### config.mk
export PLATFORM = sky130hd
export DESIGN_NAME = hazard_scoreboard
export DESIGN_NICKNAME = d
export VERILOG_FILES = /design/src/rtl/hazard_pkg.sv /design/src/rtl/hazard_mult_tracker.sv /design/src/rtl/hazard_scoreboard.sv
export SDC_FILE = /design/constraint.sdc
export NUM_CORES = 1
export LEC_CHECK = 0
export ABC_AREA = 1
export CORE_MARGIN = 2
export CORE_UTILIZATION = 58
export DETAILED_ROUTE_END_ITERATION = 6
export PLACE_DENSITY = 0.91
export SLEW_MARGIN = 15
export SYNTH_ARGS = -nofsm -noshare
export SYNTH_HDL_FRONTEND = slang
export SYNTH_HIERARCHICAL = 1
export SYNTH_SLANG_ARGS = --single-unit
### constraint.sdc
create_clock -name clk -period 3.34 [get_ports clk]
set_input_delay 0.501 -clock clk [delete_from_list [all_inputs] [get_ports clk]]
set_output_delay 0.501 -clock clk [all_outputs]
set_load 0.1 [all_outputs]
### src/rtl/hazard_pkg.sv
// Shared constants and types for the hazard unit: forward selects, multiplier FSM states, MIPS opcodes.
package hazard_pkg;

    localparam logic [1:0] FWD_RF = 2'b00;
    localparam logic [1:0] FWD_M  = 2'b01;
    localparam logic [1:0] FWD_W  = 2'b10;

    localparam int unsigned CNT_W  = 4;
    localparam int unsigned WDOG_W = 8;

    typedef enum logic [1:0] {
        MULT_IDLE = 2'd0,
        MULT_BUSY = 2'd1,
        MULT_DONE = 2'd2
    } mult_state_t;

    localparam logic [5:0] OP_RTYPE = 6'h00;
    localparam logic [5:0] OP_J     = 6'h02;
    localparam logic [5:0] OP_JAL   = 6'h03;
    localparam logic [5:0] OP_BEQ   = 6'h04;
    localparam logic [5:0] OP_BNE   = 6'h05;
    localparam logic [5:0] OP_ADDI  = 6'h08;
    localparam logic [5:0] OP_LW    = 6'h23;
    localparam logic [5:0] OP_SW    = 6'h2B;

endpackage

### src/rtl/hazard_mult_tracker.sv
// Multi-cycle multiplier tracker: IDLE/BUSY/DONE FSM, latency counter and per-register busy bits.
module hazard_mult_tracker
    import hazard_pkg::*;
#(
    parameter int unsigned REG_W    = 5,
    parameter int unsigned MULT_LAT = 4
) (
    input  logic                  clk,
    input  logic                  rst_n,
    input  logic                  issue,
    input  logic [REG_W-1:0]      dest,
    output logic [2**REG_W-1:0]   busy,
    output logic                  busy_phase,
    output logic                  mult_busy,
    output logic                  mult_done
);

    localparam int unsigned NREG = 2**REG_W;

    mult_state_t       state_q, state_d;
    logic [CNT_W-1:0]  cnt_q, cnt_d;
    logic [REG_W-1:0]  dest_q, dest_d;
    logic [NREG-1:0]   busy_q, busy_d;
    logic              done_q, done_d;

    // State, counter, destination and busy-vector registers; reset abandons any multiply.
    always_ff @(posedge clk or negedge rst_n) begin
        if (!rst_n) begin
            state_q <= MULT_IDLE;
            cnt_q   <= '0;
            dest_q  <= '0;
            busy_q  <= '0;
            done_q  <= 1'b0;
        end else begin
            state_q <= state_d;
            cnt_q   <= cnt_d;
            dest_q  <= dest_d;
            busy_q  <= busy_d;
            done_q  <= done_d;
        end
    end

    // Next state: count down in BUSY, release the destination in DONE; a new issue overrides (set wins).
    always_comb begin
        state_d = state_q;
        cnt_d   = cnt_q;
        dest_d  = dest_q;
        busy_d  = busy_q;
        done_d  = 1'b0;
        case (state_q)
            MULT_IDLE: ;
            MULT_BUSY: begin
                cnt_d = cnt_q - CNT_W'(1);
                if (cnt_q <= CNT_W'(2)) begin
                    state_d = MULT_DONE;
                end
            end
            MULT_DONE: begin
                busy_d[dest_q] = 1'b0;
                cnt_d          = '0;
                state_d        = MULT_IDLE;
            end
            default: state_d = MULT_IDLE;
        endcase
        if (issue && (state_q != MULT_BUSY)) begin
            state_d = MULT_BUSY;
            cnt_d   = CNT_W'(MULT_LAT - 1);
            dest_d  = dest;
            if (dest != '0) begin
                busy_d[dest] = 1'b1;
            end
        end
        done_d = (state_d == MULT_DONE);
    end

    assign busy       = busy_q;
    assign busy_phase = (state_q == MULT_BUSY);
    assign mult_busy  = (state_q != MULT_IDLE);
    assign mult_done  = done_q;

endmodule

### src/rtl/hazard_scoreboard.sv
// 5-stage MIPS hazard unit: forwarding, load-use/branch stalls, multiply scoreboard.
// Optional stall watchdog enabled with `define HAZARD_WATCHDOG_EN.
module hazard_scoreboard
    import hazard_pkg::*;
#(
    parameter int unsigned REG_W      = 5,
    parameter int unsigned MULT_LAT   = 4,
    parameter int unsigned WDOG_LIMIT = 64
) (
    input  logic             clk,
    input  logic             rst_n,
    input  logic [REG_W-1:0] rsD,
    input  logic [REG_W-1:0] rtD,
    input  logic [REG_W-1:0] rsE,
    input  logic [REG_W-1:0] rtE,
    input  logic [REG_W-1:0] WriteRegE,
    input  logic [REG_W-1:0] WriteRegM,
    input  logic [REG_W-1:0] WriteRegW,
    input  logic             RegWriteE,
    input  logic             RegWriteM,
    input  logic             RegWriteW,
    input  logic             MemtoRegE,
    input  logic             MemtoRegM,
    input  logic             BranchD,
    input  logic             JumpD,
    input  logic             start_multD,
    input  logic [REG_W-1:0] mult_destD,
    output logic             StallF,
    output logic             StallD,
    output logic             FlushD,
    output logic             FlushE,
    output logic [1:0]       ForwardAE,
    output logic [1:0]       ForwardBE,
    output logic             ForwardAD,
    output logic             ForwardBD,
    output logic             mult_busy,
    output logic             mult_done,
    output logic             stall_timeout
);

    localparam int unsigned NREG = 2**REG_W;

    if ((MULT_LAT < 2) || (MULT_LAT > 15)) begin : g_bad_lat
        $error("hazard_scoreboard: MULT_LAT must be 2..15");
    end
    if ((WDOG_LIMIT < 2) || (WDOG_LIMIT > 255)) begin : g_bad_wdog
        $error("hazard_scoreboard: WDOG_LIMIT must be 2..255");
    end

    logic [NREG-1:0] busy;
    logic            busy_phase;
    logic            lwstall, branchstall, sbstall, multstall, stall;

    // E-stage forwarding (M over W) and D-stage branch-comparator forwarding from M.
    always_comb begin
        ForwardAE = FWD_RF;
        ForwardBE = FWD_RF;
        if ((rsE != '0) && (rsE == WriteRegM) && RegWriteM)      ForwardAE = FWD_M;
        else if ((rsE != '0) && (rsE == WriteRegW) && RegWriteW) ForwardAE = FWD_W;
        if ((rtE != '0) && (rtE == WriteRegM) && RegWriteM)      ForwardBE = FWD_M;
        else if ((rtE != '0) && (rtE == WriteRegW) && RegWriteW) ForwardBE = FWD_W;
        ForwardAD = (rsD != '0) && (rsD == WriteRegM) && RegWriteM;
        ForwardBD = (rtD != '0) && (rtD == WriteRegM) && RegWriteM;
    end

    // Stall sources; a multiply or branch in D only reads rt through the scoreboard.
    always_comb begin
        lwstall     = MemtoRegE && (WriteRegE != '0) &&
                      ((WriteRegE == rsD) || (WriteRegE == rtD));
        branchstall = BranchD &&
                      ((RegWriteE && (WriteRegE != '0) &&
                        ((WriteRegE == rsD) || (WriteRegE == rtD))) ||
                       (MemtoRegM && (WriteRegM != '0) &&
                        ((WriteRegM == rsD) || (WriteRegM == rtD))));
        sbstall     = busy[rtD] || (!(start_multD || BranchD) && busy[rsD]);
        multstall   = start_multD && busy_phase;
        stall       = lwstall || branchstall || sbstall || multstall;
        StallF      = stall;
        StallD      = stall;
        FlushE      = stall;
        FlushD      = JumpD && !stall;
    end

    hazard_mult_tracker #(
        .REG_W    (REG_W),
        .MULT_LAT (MULT_LAT)
    ) u_mult (
        .clk        (clk),
        .rst_n      (rst_n),
        .issue      (start_multD && !stall),
        .dest       (mult_destD),
        .busy       (busy),
        .busy_phase (busy_phase),
        .mult_busy  (mult_busy),
        .mult_done  (mult_done)
    );

`ifdef HAZARD_WATCHDOG_EN
    logic [WDOG_W-1:0] wdog_cnt;
    logic              timeout_q;

    // Saturating run-length of consecutive stall cycles; sticky flag once the limit is hit.
    always_ff @(posedge clk or negedge rst_n) begin
        if (!rst_n) begin
            wdog_cnt  <= '0;
            timeout_q <= 1'b0;
        end else if (stall) begin
            if (wdog_cnt < WDOG_W'(WDOG_LIMIT)) begin
                wdog_cnt <= wdog_cnt + WDOG_W'(1);
            end
            if (wdog_cnt >= WDOG_W'(WDOG_LIMIT - 1)) begin
                timeout_q <= 1'b1;
            end
        end else begin
            wdog_cnt <= '0;
        end
    end

    assign stall_timeout = timeout_q;
`else
    assign stall_timeout = 1'b0;
`endif

endmodule

==> summary.txt <==
Clock network
  • # clock sinks: 44
  • CTS H-tree lvls: 2
  • Hold Buf Count CTS: 0
  • Post-CTS Setup Repair Bufs: 0
  • Gates resized, CTS repair: 0
  • Clk root buf: clkbuf_8
  • Clock-pin slew on the worst setup and hold paths: 0.09 ns
  • Worst-Skew Late Latency: 0.30 ns
  • Clock Path Buffers: 2
  • CTS tree: yes
  • CTS Buf Count: 5

Power and ir drop
  • Comb power frac: 48.9%
  • Switching power: 1.18 mW
  • Int Power: 1.30 mW
  • Clock power frac: 14.3%
  • Final Power: 2.48 mW
  • Pwr Density: 565 nW/um^2
  • Peak VDD IR: 0.557 mV
  • Leak: 2.24 nW
  • Reg power frac: 36.8%
  • Sw Share: 47.6%

Critical path
  • Slowest stage delay, CP: 0.60 ns
  • CP Launch Type: input pin
  • Worst-path cell chain: clkdlybuf4s50_1, inv_2, nand2_1, nand2_1, nor2_1, nand3_1, nand2_1, nand2_1, nand2_1, a21oi_2, nand3_2, nor2_2, buf_12
  • WP data arrival: 2.51 ns
  • WS Path Type: input pin to output port
  • Most frequent CP cell: nand2_1
  • Slowest-stage cell, CP: clkdlybuf4s50_1
  • Worst EP required: 2.84 ns
  • CP max FO: 13
  • CP endpoint kind: output port

Detailed routing
  • Vias/cell: 5.54
  • DRT iter0 DRCs: 296
  • WL final: 10000 um
  • Via Count: 3953
  • Wire per inst: 14.1 um
  • Number of detailed-routing iterations run before antenna repair: 5
  • Routed Antenna Nets: 0
  • DRC: 0

Synthesis
  • Library cells used by synthesis: 32
  • Area leader, netlist: dfrtp_1
  • Synth cell count leaders: nand2_1 (238), inv_1 (70), nand3_1 (52)
  • Post-Syn Instances: 582
  • Yosys top cell area share: 30.9%
  • Cell with the most instances after synthesis: nand2_1
  • Register area share after synthesis: 30.9%
  • Synthesis-stage register bit count: 44
  • Syn Area/Cell: 6.12 um^2
  • Post-Synthesis Cell Area: 3560 um^2
  • Synth Net Count: 634
  • Async S/R FF share, synth: 100%
  • Most used DFF post-synth: dfrtp_1
  • Top cells by area, synth: dfrtp_1 (31%), nand2_1 (25%), inv_1 (7.4%), nand3_1 (7.3%), nor2_1 (3.7%)
  • Synth warn: 6
  • Post-synth EDFFs: 0

Cells and area
  • Fin area: 4390 um^2
  • Register area: 1100 um^2
  • Multi-input gate area: 2050 um^2
  • Synth-to-layout area growth: 23.3%
  • Fin nets: 689
  • Fin cells: 713
  • Fraction of layout cells with a size suffix above 1: 8.78%
  • Fill cells: 470
  • N_diodes: 0
  • Final core occ: 74.2%

Floorplanning
  • Die Area: 6780 um^2
  • Die Width: 82.4 um
  • Die Ht: 82.4 um
  • Num rows: 28
  • Starting Density: 60.2%
  • Top-Level Pins: 63
  • Core ar.: 5920 um^2

STA
  • Period utilization: 90.3%
  • Slew HR: 35.6%
  • Clock period minus worst slack: 3.01 ns
  • Count of final setup violators: 0
  • Setup TNS: 0 ns
  • Final-report max-slew violation count: 0
  • Max Clock Freq: 332 MHz
  • Skew final: 0.00693 ns
  • Worst slew pin tran: 0.963 ns
  • Unrepaired setup endpoints after global routing: false
  • Final worst slack: 0.325 ns
  • Hold_ws: 0.334 ns
  • Final Hold Vio Count: 0

Run status
  • Status: complete, no violations

Min path
  • Worst Hold Class: input pin to asynchronous set/reset pin

Global route
  • Vias in the first global route: 3683
  • First-pass GRT wire length: 16300 um
  • Largest net degree at the start of global routing: 45
  • Combined global-route utilization of all metal layers: 31.0%
  • Gr ovfl total: 0
  • Initial antenna violation count: 0

Placed design
  • GP Congestion: 0.936
  • Hpwl dp: 7700 um
  • Post-DP Area: 4300 um^2
  • Post-Place Setup Slack: 0.298 ns
  • I/O Buffers: 61
  • Placed Instances: 705

Flow run
  • Max-cap viol count: 0
## path summary, 6_finish.rpt
kind	startpoint	endpoint	slack, ns	depth (start not counted)
hold / removal	rst_n	u_mult/busy[10]	0.33	1
max in group asynchronous	rst_n	u_mult/busy[31]	2.42	1
min in group clk	u_mult/cnt_q[0]	u_mult/cnt_q[0]	0.48	1
hold reg to reg	u_mult/cnt_q[0]	u_mult/cnt_q[0]	0.48	1
setup / recovery	rsD[1]	FlushD	0.33	13
setup reg to reg	u_mult/busy[30]	u_mult/busy[13]	1.20	15
## state kept, by name, indices dropped and copies added, names as in the netlist
signal,cells
u_mult/mult_done,1
u_mult/state_q,2
u_mult/busy,32
u_mult/cnt_q,4
u_mult/dest_q,5
## per-layer routing
metal	GRT usage [%]	vias up	wire length, um
li1	-	1930	-
met1	39.6	1798	4210
met2	53.5	204	4800
met3	3.80	21	856
met4	12.0	0	176
met5	0	-	0
## worst max-delay path, delay by kind of cell
kind / cells / cell delay, ns
simple gates: 9 / 0.78
buf+inv: 3 / 1.09
compound gates: 1 / 0.13
## cells by family (layout without fill, tap and decap cells)
logic type | Yosys count | after routing | share of synthesized area [%]
AOI/OAI and AO/OA | 61 | 61 | 9.76
DFF | 44 | 44 | 30.9
adders and majority gates | 2 | 2 | 0.702
xor gates and xnor gates | 15 | 15 | 3.69
other | 1 | 1 | 0.105
and+or+nand+nor | 356 | 356 | 42.0
buffers and inverters | 103 | 159 | 12.8
## power by group through the flow
stage	Sequential, mW	Clock (mW)	Combinational, mW
final	0.914	0.354	1.21
after global routing	0.941	0.376	1.35
after CTS	0.908	0.356	1.20
after detailed placement	0.919	0	1.19
after global placement	0.911	0	1.16
after floorplan	0.901	0	0.837
## final cells by class
| cell class | instances | area share [%] |
|---|---|---|
| multi-input combinational | 435 | 46.8 |
| tap | 75 | 2.14 |
| timing repair buffer | 66 | 16.6 |
| sequential | 44 | 25.1 |
| clock inverter | 1 | 0.171 |
| clock buffer | 7 | 1.97 |
| inverter | 85 | 7.32 |
## cell usage in the layout, fill, tap and decap left out, drive strengths merged
cell / netlist / final
xnor2: 7 / 7
nor4: 3 / 3
o211ai: 1 / 1
or2: 1 / 1
a311oi: 2 / 2
o22ai: 4 / 4
o21ai: 37 / 37
buf: 18 / 17
clkdlybuf4s50: 0 / 49
dfrtp: 44 / 44
clkinvlp: 0 / 1
inv: 85 / 85
ha: 2 / 2
nand4: 3 / 3
conb: 1 / 1
nand3: 55 / 55
a21oi: 10 / 10
o2111ai: 2 / 2
clkbuf: 0 / 7
nor2: 39 / 39
xor2: 8 / 8
nand2: 241 / 241
a21boi: 2 / 2
a221oi: 3 / 3
nor3: 14 / 14
(Power assumes the default switching activity.)
